===== config.mk =====
export PLATFORM = sky130hd
export DESIGN_NAME = fft_seq_ctrl
export DESIGN_NICKNAME = d
export VERILOG_FILES = /design/src/rtl/fft_seq_ctrl.sv
export SDC_FILE = /design/constraint.sdc
export NUM_CORES = 1
export LEC_CHECK = 0
export ABC_CLOCK_PERIOD_IN_PS = 4300
export CAP_MARGIN = 20
export CORE_UTILIZATION = 25
export CTS_BUF_LIST = sky130_fd_sc_hd__clkbuf_4
export DETAILED_ROUTE_END_ITERATION = 6
export PLACE_DENSITY_LB_ADDON = 0.08
export SLEW_MARGIN = 20
export SYNTH_ARGS = -nofsm -noshare
export SYNTH_HDL_FRONTEND = slang
export SYNTH_SLANG_ARGS = --single-unit
export TNS_END_PERCENT = 30

===== constraint.sdc =====
create_clock -name clk -period 4.3 [get_ports clk]
set_input_delay 1.075 -clock clk [delete_from_list [all_inputs] [get_ports clk]]
set_output_delay 1.075 -clock clk [all_outputs]
set_load 0.01 [all_outputs]

===== src/rtl/fft_seq_ctrl.sv =====
// In-place radix-2 DIT FFT/IFFT sequencer: one butterfly per cycle, read/twiddle address
// generation, and a delayed write-back path with optional per-stage 1/2 scaling.
module fft_seq_ctrl #(
    parameter int MAX_LOG2N = 10,
    parameter int DW        = 16,
    parameter int BF_LAT    = 2
) (
    input  logic                        clk,
    input  logic                        rst,
    input  logic                        start,
    input  logic                        abort,
    input  logic [3:0]                  log2n,
    input  logic                        scale_en,
    output logic                        busy,
    output logic                        done,
    output logic                        err,
    output logic                        rd_en,
    output logic [MAX_LOG2N-1:0]        rd_addr1,
    output logic [MAX_LOG2N-1:0]        rd_addr2,
    output logic [MAX_LOG2N-2:0]        tw_addr,
    input  logic signed [DW-1:0]        y1_re,
    input  logic signed [DW-1:0]        y1_im,
    input  logic signed [DW-1:0]        y2_re,
    input  logic signed [DW-1:0]        y2_im,
    output logic                        wr_en,
    output logic [MAX_LOG2N-1:0]        wr_addr1,
    output logic [MAX_LOG2N-1:0]        wr_addr2,
    output logic signed [DW-1:0]        wd1_re,
    output logic signed [DW-1:0]        wd1_im,
    output logic signed [DW-1:0]        wd2_re,
    output logic signed [DW-1:0]        wd2_im
);

    localparam int WB_LAT = 1 + BF_LAT;
    localparam int AW     = MAX_LOG2N;
    localparam int TW     = MAX_LOG2N - 1;
    localparam int CW     = (WB_LAT > 1) ? $clog2(WB_LAT) : 1;
    localparam logic [3:0] MAXL = 4'(MAX_LOG2N);
    localparam logic [3:0] TWSH = 4'(MAX_LOG2N - 1);

    typedef enum logic [1:0] {
        IDLE,
        ISSUE,
        DRAIN,
        FIN
    } state_t;

    state_t          state, state_n;
    logic [3:0]      s, s_n;
    logic [AW-1:0]   b, b_n;
    logic [CW-1:0]   dcnt, dcnt_n;
    logic [3:0]      n_log, n_log_n;
    logic            scale_q, scale_n;
    logic            err_q, err_n;

    logic            legal;
    logic            flush;
    logic [AW-1:0]   b_last;
    logic [AW-1:0]   half;
    logic [AW-1:0]   pos;
    logic [AW-1:0]   grp;
    logic [AW-1:0]   addr1_c;
    logic [AW-1:0]   addr2_c;
    logic [TW-1:0]   tw_c;

    logic [WB_LAT-1:0] v_sr;
    logic [AW-1:0]     a1_sr [WB_LAT];
    logic [AW-1:0]     a2_sr [WB_LAT];

    logic signed [DW-1:0] y1_re_h, y1_im_h, y2_re_h, y2_im_h;

    assign legal  = (log2n != 4'd0) && (log2n <= MAXL);
    assign flush  = abort && (state != IDLE);
    assign b_last = (AW'(1) << (n_log - 4'd1)) - AW'(1);

    // Butterfly index b splits into group and position within the current stage's span.
    assign half    = AW'(1) << s;
    assign pos     = b & (half - AW'(1));
    assign grp     = b >> s;
    assign addr1_c = (grp << (s + 4'd1)) | pos;
    assign addr2_c = addr1_c + half;
    assign tw_c    = TW'(pos) << (TWSH - s);

    always_ff @(posedge clk) begin
        if (rst) begin
            state   <= IDLE;
            s       <= '0;
            b       <= '0;
            dcnt    <= '0;
            n_log   <= '0;
            scale_q <= 1'b0;
            err_q   <= 1'b0;
        end else begin
            state   <= state_n;
            s       <= s_n;
            b       <= b_n;
            dcnt    <= dcnt_n;
            n_log   <= n_log_n;
            scale_q <= scale_n;
            err_q   <= err_n;
        end
    end

    always_comb begin
        state_n = state;
        s_n     = s;
        b_n     = b;
        dcnt_n  = dcnt;
        n_log_n = n_log;
        scale_n = scale_q;
        err_n   = 1'b0;
        if (flush) begin
            state_n = IDLE;
        end else begin
            case (state)
                IDLE: begin
                    if (start) begin
                        if (legal) begin
                            state_n = ISSUE;
                            s_n     = '0;
                            b_n     = '0;
                            n_log_n = log2n;
                            scale_n = scale_en;
                        end else begin
                            err_n = 1'b1;
                        end
                    end
                end
                ISSUE: begin
                    if (b == b_last) begin
                        state_n = DRAIN;
                        dcnt_n  = '0;
                    end else begin
                        b_n = b + AW'(1);
                    end
                end
                // Hold off the next stage until the last write of this one has landed.
                DRAIN: begin
                    if (dcnt == CW'(WB_LAT - 1)) begin
                        if ((s + 4'd1) < n_log) begin
                            state_n = ISSUE;
                            s_n     = s + 4'd1;
                            b_n     = '0;
                        end else begin
                            state_n = FIN;
                        end
                    end else begin
                        dcnt_n = dcnt + CW'(1);
                    end
                end
                FIN: begin
                    state_n = IDLE;
                end
                default: begin
                    state_n = IDLE;
                end
            endcase
        end
    end

    assign busy     = (state == ISSUE) || (state == DRAIN);
    assign done     = (state == FIN);
    assign err      = err_q;
    assign rd_en    = (state == ISSUE);
    assign rd_addr1 = rd_en ? addr1_c : '0;
    assign rd_addr2 = rd_en ? addr2_c : '0;
    assign tw_addr  = rd_en ? tw_c : '0;

    // Write strobe and addresses trail the reads by the full RAM + butterfly latency.
    always_ff @(posedge clk) begin
        if (rst || flush) begin
            v_sr <= '0;
            for (int i = 0; i < WB_LAT; i++) begin
                a1_sr[i] <= '0;
                a2_sr[i] <= '0;
            end
        end else begin
            v_sr[0]  <= rd_en;
            a1_sr[0] <= rd_addr1;
            a2_sr[0] <= rd_addr2;
            for (int i = 1; i < WB_LAT; i++) begin
                v_sr[i]  <= v_sr[i-1];
                a1_sr[i] <= a1_sr[i-1];
                a2_sr[i] <= a2_sr[i-1];
            end
        end
    end

    assign wr_en    = v_sr[WB_LAT-1];
    assign wr_addr1 = a1_sr[WB_LAT-1];
    assign wr_addr2 = a2_sr[WB_LAT-1];

    assign y1_re_h = y1_re >>> 1;
    assign y1_im_h = y1_im >>> 1;
    assign y2_re_h = y2_re >>> 1;
    assign y2_im_h = y2_im >>> 1;

    always_comb begin
        wd1_re = '0;
        wd1_im = '0;
        wd2_re = '0;
        wd2_im = '0;
        if (wr_en) begin
            wd1_re = scale_q ? y1_re_h : y1_re;
            wd1_im = scale_q ? y1_im_h : y1_im;
            wd2_re = scale_q ? y2_re_h : y2_re;
            wd2_im = scale_q ? y2_im_h : y2_im;
        end
    end

endmodule


======== After elaboration in Yosys (flattened, before gate mapping) ========
Memories as Yosys holds them, arrays and structs flattened.
Cells that the tools add are included.
cells by class
  add/subtract/negate cells ............... 8
  $lt $le $gt $ge ......................... 2
  equal/unequal tests ..................... 12
  shift operators ......................... 5
  mux-type cells .......................... 41
  bitwise operators ....................... 11
  reduce and logical (&&, ||, !) cells .... 17
operators with widths
  cell                                                count
  two-way mux 10 bit                                  13
  two-way mux 16 bit                                  4
  two-way mux 15 bit                                  4
  case mux 10 bit (3 select lines)                    1
  << shifter 1 x 4 -> 10 bit, first input constant    2
  two-way mux 4 bit                                   4
  two-way mux 2 bit                                   7
  != test 2 bit, second input constant                6
  AND reduction 4 bit                                 3
  adder 10 x 1 -> 10 bit, second input constant       1
  adder 10 bit                                        1
  AND 10 bit                                          1
  == test 10 bit                                      1
  OR 10 bit                                           1
  << shifter 10 x 4 -> 10 bit                         1
  right shift 10 x 4 -> 10 bit                        1
  subtractor 10 x 1 -> 10 bit, second input constant  1
  subtractor 10 x 2 -> 10 bit, second input constant  1
  two-way mux 9 bit                                   1
  << shifter 9 x 4 -> 9 bit                           1
  case mux 2 bit (4 select lines)                     1
  case mux 4 bit (2 select lines)                     1
  AND reduction 7 bit                                 1
  == test 2 bit, second input constant                3
  21 further kinds                                    35
word-level totals
  register bits after elaboration ......... 27
  bits in writable memories ............... 60
  input port bits ......................... 73
  output and inout bits ................... 118
  word-level logic and storage cells ...... 106
  memories ................................ 2
memories
  name   depth  bits a word  read ports  clocked after memory_dff  wr ports  line  RTL
  a1_sr  3      10           3           0                         3         67    logic [AW-1:0] a1_sr [WB_LAT];
  a2_sr  3      10           3           0                         3         68    logic [AW-1:0] a2_sr [WB_LAT];

======== Longest topological paths before layout ========
Gate-level depths: netlist of run 1.
  word-level depth ........................ 7
  depth in mapped cells ................... 18
  depth with buffers taken out ............ 16

======== Worst setup path before layout of run 1 ========
Ideal clock, no wire load.
  path type ............................... register to output
  from .................................... register s[1]
  to ...................................... output rd_addr2[8]
  data arrival time ....................... 3.655 ns
  required time ........................... 3.225 ns
  slack ................................... -0.430 ns
  stages on the path, launching flop included .. 19
  buffers on the path ..................... 3
  path through ............................ dfxtp_1 > buf_2 > inv_2 > ha_1 > clkbuf_1 > clkbuf_1 > nor2_1 > nand2_1 > o21a_1 > inv_1 > ha_1 > fa_1 > a21o_1 > a21oi_1 > o21bai_1 > a21oi_1 > o21ai_0 > xor2_1 > and2_1
between the ends
  word-level cells in the longest chain between the ends .. 6
  elaborated cells on any way between the ends .. 9
  those cells by class .................... add/sub: 3; shift: 3; mux: 1; bitwise: 2
RTL lines
  what                         line  RTL
  from (decl)                  49    logic [3:0] s, s_n;
  from (signal assigned)       95    s <= s_n;
  << shifter 1 x 4 -> 10 bit   77    assign half = AW'(1) << s;
  subtractor 10 x 1 -> 10 bit  78    assign pos = b & (half - AW'(1));
  AND 10 bit                   78
  OR 10 bit                    80    assign addr1_c = (grp << (s + 4'd1)) | pos;
  adder 10 bit (*)             81    assign addr2_c = addr1_c + half;
  two-way mux 10 bit (*)       166   assign rd_addr2 = rd_en ? addr2_c : '0;
  to (decl)                    19    output logic [MAX_LOG2N-1:0] rd_addr2,
Every way passes the cells marked *; elsewhere a longest branch is shown, timed or not.

======== Worst setup path in the final report of run 1 ========
  from .................................... register s[1]
  to ...................................... output rd_addr2[9]
The elaborated chain is that of the path after synthesis.

==> qor.csv, run 1 <==
stage,metric,value,unit
drt,drcViolationCount,0,
layout,fin_cells,1446,
logic_synthesis,synth_area,6590,um2
timing,tightest_slew,0.722,ns
worst_setup_path,crit_path_start,s[1],
clock_tree,cts_sinks,87,
layout,syn_to_final_growth,57.6,%
drt,drt_iter0_markers,348,
worst_setup_path,crit_fanout,8,
floorplan,ioPinCount,191,
floorplan,die_h,164,um
clock_tree,clk_path_buf_depth,2,
outcome,violations,negative setup slack,
logic_synthesis,ys_async_sr_fraction,0,%
placed_design,place_congestion,0.847,
clock_tree,clock-root-buffer,clkbuf_4,
worst_setup_path,path_class,flip-flop to output pin,
flow_run,max_cap_viol_count,0,
timing,setup_viol,6,
grt,gr-usage-all-layers,17.7,%
logic_synthesis,synth_edf_count,0,
clock_tree,clk_latency,0.47,ns
logic_synthesis,synth_seq_cells,87,
worst_setup_path,critPathBufInv,2,
grt,grt_pass1_wl,37100,um
worst_setup_path,path_depth,13,
pwr,power_leakage,4.38,nW
layout,final_cell_mix,"170 x clkdlybuf4s50_1, 157 x buf_4, 82 x dfxtp_1",
placed_design,hpwl,18700,um
hold_path,hp-class,flip-flop to flip-flop,
worst_setup_path,crit_path_end_kind,output pin,
floorplan,fp.dieW,164,um
worst_setup_path,slowest_stage,mux4_2,
clock_tree,cts_made_buffers,9,
logic_synthesis,avgSynthCellArea,8.02,um2
placed_design,dpl_cell_area,9590,um2
logic_synthesis,ys.warnings.count,0,
worst_setup_path,cp-start-kind,flip-flop,
hold_path,hold_path.startpoint,a2_sr[0][18],
timing,relSlewSlack,51.9,%
drt,drt_pre_antenna_iters,4,
worst_setup_path,regToRegStartpoint,n_log[2],
drt,viasPerCell,4.67,
hold_path,min_path_cells,1,
layout,final_common_cell,clkdlybuf4s50_1,
grt,grt_pass1_vias,6534,
floorplan,rows,59,
timing,finalCriticalPeriod,4.76,ns
logic_synthesis,synthCells,822,
timing,rsz0062_at_grt,yes,
layout,nets,1207,
clock_tree,cts_tree,built,
drt,vias,6751,
layout,fin_area,10400,um2
outcome,status,"complete, but fails checks",
timing,hold_viol,0,
grt,gr-total-overflow,0,
worst_setup_path,crit_chain,"mux4_2, a32oi_2, mux2_4, mux2i_4, buf_4, a221o_1, ha_1, o21a_1, o21a_1, o22ai_2, xnor3_1, and2_4, buf_6",
worst_setup_path,cp.required,3.22,ns
timing,fmax,210,MHz
floorplan,die_area,27000,um2
placed_design,dp_cells,1405,
logic_synthesis,synth_cell_types,75,
placed_design,pre_cts_ws,-0.625,ns
worst_setup_path,cp_slowest_stage_delay,0.57,ns
floorplan,start_util,25.4,%
worst_setup_path,path_delay_family,compound AO/OA/AOI/OAI gates,
logic_synthesis,synthFlopType,dfxtp_1,
logic_synthesis,seq_area_frac_synth,26.4,%
layout,regArea,1760,um2
layout,drive_gt1_share,26.9,%
worst_setup_path,rr_worst_depth,9,
timing,skew,0.0276,ns
logic_synthesis,syn_nets,924,
grt,antenna_found_initial,1,
layout,multi_input_area,4780,um2
timing,finalCritPeriodShare,111,%
pwr,ir_drop,117,uV
drt,wirelength,23900,um
timing,worst_slack,-0.465,ns
placed_design,port-buffer-count,190,
timing,drv_slew,0,
grt,grt_start_max_net_pins,66,
worst_setup_path,arrival,3.69,ns
clock_tree,htree_levels,3,
drt,avgRoutedWirePerCell,16.5,um
worst_setup_path,crit_top_cell,o21a_1,
layout,n_fill_cell,2677,
drt,ant_nets,0,
clock_tree,cts.reportedPaths.clkPinSlew,0.16,ns
pwr,powerDensity,208,nW/um2
floorplan,core,26000,um2
[sequential cells by signal, summed over array words and instances, names as in the netlist]
signal and count:
a1_sr 30, state 2, scale_q 1, dcnt 2, a2_sr 30, b 10, v_sr 3, s 4
err 1, n_log 4
[synth_stat cells, types with 4 or more instances]
cell	n	share of area, %
dfxtp_1	87	26
nor3b_1	7	0.80
nor4_1	4	0.38
o211ai_1	12	1.4
nand3_1	15	1.1
nand2_1	44	2.5
inv_1	28	1.6
o31ai_1	5	0.57
nand4_1	8	0.76
o21a_1	8	0.91
buf_2	7	0.53
and3_1	53	5.0
o21ai_0	31	2.4
a21o_1	6	0.68
buf_1	6	0.34
or4_1	5	0.57
mux2i_1	71	11
or3_1	4	0.38
a22oi_1	7	0.80
nor2_1	61	3.5
inv_2	5	0.28
mux4_2	4	1.4
a211oi_1	8	0.91
nor2b_1	70	6.6
xnor2_1	10	1.3
a211o_1	4	0.53
nand2b_1	5	0.47
a21oi_1	30	2.3
mux2_2	4	0.68
xor2_1	8	1.1
and2_1	30	2.8
buf_4	20	2.3
nor3_1	17	1.3
clkbuf_1	50	2.8
ha_1	28	5.3
[worst register-to-register path: stages (launching register included)]
cell	delay [ns]
dfxtp_1	0.47
or4b_1	0.62
ha_1	0.34
or4b_1	0.52
a21oi_1	0.15
o211ai_1	0.14
nor4bb_4	0.19
a311o_1	0.45
or3_1	0.37
a21oi_1	0.21
[power breakdown]
| part | internal [mW] | switching [mW] | total (mW) | leakage (nW) |
|---|---|---|---|---|
| Clock | 0.137 | 0.332 | 0.468 | 0.0737 |
| Combinational | 0.375 | 0.444 | 0.819 | 3.60 |
| Sequential | 0.829 | 0.0403 | 0.869 | 0.705 |
[cell type report]
class | count | area share, %
multi-input combinational | 618 | 46.0
timing repair buffer | 355 | 30.4
sequential | 87 | 16.9
tap | 335 | 4.03
inverter | 34 | 1.29
clock inverter | 7 | 0.698
clock buffer | 9 | 0.650
antenna | 1 | 0.0241
[what timing repair did]
action / 4_1_cts / 5_1_grt
hold buffers: 0 / 0
buffers inserted: 20 / 6
resized for setup: 117 / 59
pin swaps: 38 / 48
cloned: 1 / 0
endpoints found under the setup margin: 22 / 21
[cells by family (layout without fill, tap and decap cells)]
family | after synthesis | in the layout | share of synthesized area [%]
simple gates | 336 | 336 | 28.3
compound gates | 155 | 155 | 16.2
buf+inv | 117 | 405 | 7.93
flops | 87 | 87 | 26.4
mux | 79 | 79 | 12.8
fa+ha+maj | 29 | 29 | 5.62
xor+xnor | 19 | 19 | 2.73
other cells | 0 | 1 | 0
[metrics by stage]
step	total power, mW	TNS (ns)	hold slack (ns)	utilization [%]
finish	2.16	-2.05	0.458	40.0
global route	2.30	-3.79	0.489	40.0
CTS	2.18	-3.10	0.459	39.1
detailed placement	1.67	-3.28	0.444	36.9
global placement	1.67	-3.21	0.437	36.9
floorplan	1.32	-0.0271	0.437	-
[routing by layer]
metal  share of wire, %  GRT usage [%]  up-vias
met1                 46           23.0     3158
met5                  0              0        -
met3                3.0           2.18       22
met4                1.4           4.38        0
li1                   -              -     3458
met2                 49           31.0      113
[worst paths after layout]
| kind | end | slack [ns] |
|---|---|---|
| worst max-delay path | rd_addr2[9] | -0.46 |
| worst min-delay path | a2_sr[0][28] | 0.46 |
| worst max register to register | b[9] | 0.76 |
| worst min register to register | a2_sr[0][28] | 0.46 |
No activity file was read; power rests on OpenSTA's default activity.
==> run 2, diff against run 1 <==
--- a/config.mk
+++ b/config.mk
@@ -5,10 +5,11 @@
 export SDC_FILE = /design/constraint.sdc
 export NUM_CORES = 1
 export LEC_CHECK = 0
-export ABC_CLOCK_PERIOD_IN_PS = 4300
+export ABC_CLOCK_PERIOD_IN_PS = 4800
 export CAP_MARGIN = 20
 export CORE_UTILIZATION = 25
 export CTS_BUF_LIST = sky130_fd_sc_hd__clkbuf_4
+export CTS_CLUSTER_DIAMETER = 80
 export DETAILED_ROUTE_END_ITERATION = 6
 export PLACE_DENSITY_LB_ADDON = 0.08
 export SLEW_MARGIN = 20
==> constraint.sdc (replaced) <==
create_clock -name clk -period 4.8 [get_ports clk]
set_input_delay 1.2 -clock clk [delete_from_list [all_inputs] [get_ports clk]]
set_output_delay 1.2 -clock clk [all_outputs]
set_load 0.01 [all_outputs]
==> run 2 against run 1 <==
Against the previous run:
- the run still ends with negative setup slack left
- core utilization shrank 1.0 points
- setup slack gained 0.41 ns
- die area is the same
- power decreased by 12%
- flip-flop and latch count unchanged
- count of clock-buffer cells in the layout unchanged
- clock power fell by 11%
- via count barely moved
- register-to-register slack better by 0.38 ns
- sequential power shrank 8.3%
- critical path type unchanged
- largest power group unchanged
- highest routed layer unchanged
==> qor.csv, run 2 (synthesis gave the netlist of run 1 again) <==
stage,metric,value,unit,change
outcome,status,"complete, but fails checks",,
outcome,violations,negative setup slack,,
worst_setup_path,arrival,3.65,ns,-0.04 ns
timing,worst_slack,-0.0522,ns,+0.412 ns
timing,setup_viol,3,,-3
hold_path,hp-class,flip-flop to flip-flop,,
drt,drt_iter0_markers,365,,+4.9%
layout,reg.largest.list,"a1_sr: 30 flops, a2_sr: 30 flops, b: 10 flops",,
placed_design,dpl_cell_area,9450,um2,-1.5%
clock_tree,holdBufCountCts,0,,unchanged
grt,grt_start_max_net_pins,66,,unchanged
layout,fin_cells,1423,,-1.6%
grt,grt_pass1_vias,6330,,-3.1%
floorplan,ioPinCount,191,,unchanged
grt,grt_pass1_wl,36700,um,-1.2%
clock_tree,clk_path_buf_depth,2,,unchanged
timing,finalCritPeriodShare,101,%,
timing,hold_viol,0,,unchanged
pwr,powerDensity,188,nW/um2,-9.5%
clock_tree,cts_tree,built,,
clock_tree,htree_levels,3,,unchanged
grt,gr-total-overflow,0,,unchanged
worst_setup_path,crit_fanout,14,,+6
floorplan,core,26000,um2,unchanged
clock_tree,cts_sinks,87,,unchanged
timing,tightest_slew,1.06,ns,+0.333 ns
drt,drt_pre_antenna_iters,4,,unchanged
grt,grtUsageMet3,2.26,%,+0.075 points
pwr,p_comb_share,36.2,%,-1.8 points
pwr,p_int,1.18,mW,-12%
grt,top_usage_layer,met2,,
worst_setup_path,cp-start-kind,flip-flop,,
clock_tree,cts_made_buffers,9,,unchanged
grt,antenna_found_initial,1,,unchanged
pwr,swShare,37.7,%,-0.14 points
placed_design,dp_cells,1388,,-1.2%
clock_tree,clock-root-buffer,clkbuf_4,,
placed_design,hpwl,18500,um,-0.92%
placed_design,port-buffer-count,190,,unchanged
drt,vias,6748,,-0.044%
layout,final_common_cell,clkdlybuf4s50_1,,
timing,fmax,206,MHz,
worst_setup_path,crit_path_end_kind,output pin,,
timing,setup_tns,-0.134,ns,+1.91 ns
drt,ant_nets,0,,unchanged
floorplan,die_h,164,um,unchanged
timing,finalCriticalPeriod,4.85,ns,
drt,viasPerCell,4.74,,+1.6%
grt,gr-usage-all-layers,17.6,%,-0.18 points
floorplan,die_area,27000,um2,unchanged
timing,holdWs,0.466,ns,+0.00860 ns
layout,regArea,1760,um2,unchanged
worst_setup_path,path_class,flip-flop to output pin,,
pwr,power_frac_clock,21.9,%,+0.2 points
clock_tree,clk_latency,0.49,ns,+0.02 ns
layout,multi_input_area,4700,um2,-1.7%
layout,n_fill_cell,2683,,+0.22%
layout,nets,1184,,-1.9%
floorplan,fp.dieW,164,um,unchanged
drt,avgRoutedWirePerCell,16.7,um,+0.86%
pwr,ir_drop,97.4,uV,-17%
timing,rsz0062_at_grt,yes,,
clock_tree,cts.reportedPaths.clkPinSlew,0.16,ns,about the same
grt,grtUsageMet2,30.8,%,-0.15 points
grt,met1_usage,22.6,%,-0.42 points
drt,drcViolationCount,0,,unchanged
pwr,power_leakage,4.20,nW,-4.0%
floorplan,rows,59,,unchanged
layout,final_cell_mix,"179 x clkdlybuf4s50_1, 138 x buf_4, 82 x dfxtp_1",,
drt,wirelength,23700,um,-0.74%
worst_setup_path,cp.required,3.60,ns,+0.38 ns
pwr,p_sw,0.717,mW,-12%
placed_design,place_congestion,0.856,,+1.1%
layout,syn_to_final_growth,53.5,%,
floorplan,start_util,25.4,%,unchanged
pwr,power.share.sequential,41.9,%,+1.6 points
flow_run,max_cap_viol_count,0,,unchanged
layout,drive_gt1_share,22.7,%,-4.2 points
layout,fin_area,10100,um2,-2.6%
timing,drv_slew,0,,unchanged
timing,relSlewSlack,29.7,%,-22 points
timing,skew,0.0174,ns,-0.0102 ns
## run 2: cell count changes in the layout (fill, tap and decap cells not counted), sizes merged, moves of 2 or more
cell / change
buf: -29
clkdlybuf4s50: +9
dlymetal6s2s: -2
clkinvlp: -2
clkbuf: -2
## run 2: power by group through the flow
stage / registers, mW / logic, mW / clock network, mW
3_3_place_gp: 0.815 / 0.662 / 0
2_1_floorplan: 0.770 / 0.415 / 0
3_5_place_dp: 0.814 / 0.660 / 0
4_1_cts: 0.798 / 0.683 / 0.440
6_report: 0.797 / 0.688 / 0.416
5_1_grt: 0.804 / 0.763 / 0.467
## run 2: through the flow
stage | setup WS [ns] | utilization, % | power (mW)
after global routing | -0.229 | 38.9 | 2.03
after detailed placement | -0.345 | 36.4 | 1.47
after global placement | -0.354 | 36.4 | 1.48
after floorplan | 0.0373 | - | 1.18
final | -0.0522 | 38.9 | 1.90
after CTS | -0.116 | 38.2 | 1.92
## run 2: worst max-delay path, cell delays in order, from the launching register on
cell      delay (ns)
dfxtp_4         0.40
buf_12          0.15
xor2_2          0.18
nor2b_4         0.13
o32ai_2         0.26
a21o_1          0.24
o21ai_4         0.10
o31ai_4         0.28
buf_6           0.14
ha_4            0.20
a211oi_2        0.24
o21bai_1        0.13
o22ai_2         0.16
xnor3_1         0.24
and2_1          0.18
buf_2           0.14
## run 2: timing repair
item | 4_1_cts | 5_1_grt
setup buffers | 12 | 6
resized for setup | 86 | 36
pin swaps | 28 | 22
endpoints found under the setup margin | 12 | 8
## run 2: area by class of cell
class	instances	share of cell area, %
antenna	1	0.0247
clock inverter	7	0.680
sequential	87	17.4
timing repair buffer	332	29.4
clock buffer	9	0.668
multi-input combinational	618	46.4
tap	335	4.14
inverter	34	1.30
## run 2: path summary, 6_finish.rpt
path | start | to | slack, ns | depth (start not counted)
worst min-delay path | a2_sr[0][4] | a2_sr[0][14] | 0.47 | 1
worst max register to register | s[0] | b[9] | 1.14 | 15
worst max-delay path | s[1] | rd_addr2[9] | -0.05 | 15
worst min register to register | a2_sr[0][4] | a2_sr[0][14] | 0.47 | 1
## run 2: routing by layer
metal / routed length, um / share of wire, %
met1: 10800 / 46
met2: 11800 / 50
met3: 765 / 3.2
met4: 368 / 1.6
met5: 0 / 0
==> run 3, diff against run 2 <==
--- a/config.mk
+++ b/config.mk
@@ -10,6 +10,7 @@
 export CORE_UTILIZATION = 25
 export CTS_BUF_LIST = sky130_fd_sc_hd__clkbuf_4
 export CTS_CLUSTER_DIAMETER = 80
+export CTS_CLUSTER_SIZE = 30
 export DETAILED_ROUTE_END_ITERATION = 6
 export PLACE_DENSITY_LB_ADDON = 0.08
 export SLEW_MARGIN = 20
==> results of run 3 <==
Final layout, timing and power as in run 2 (identical DEF).
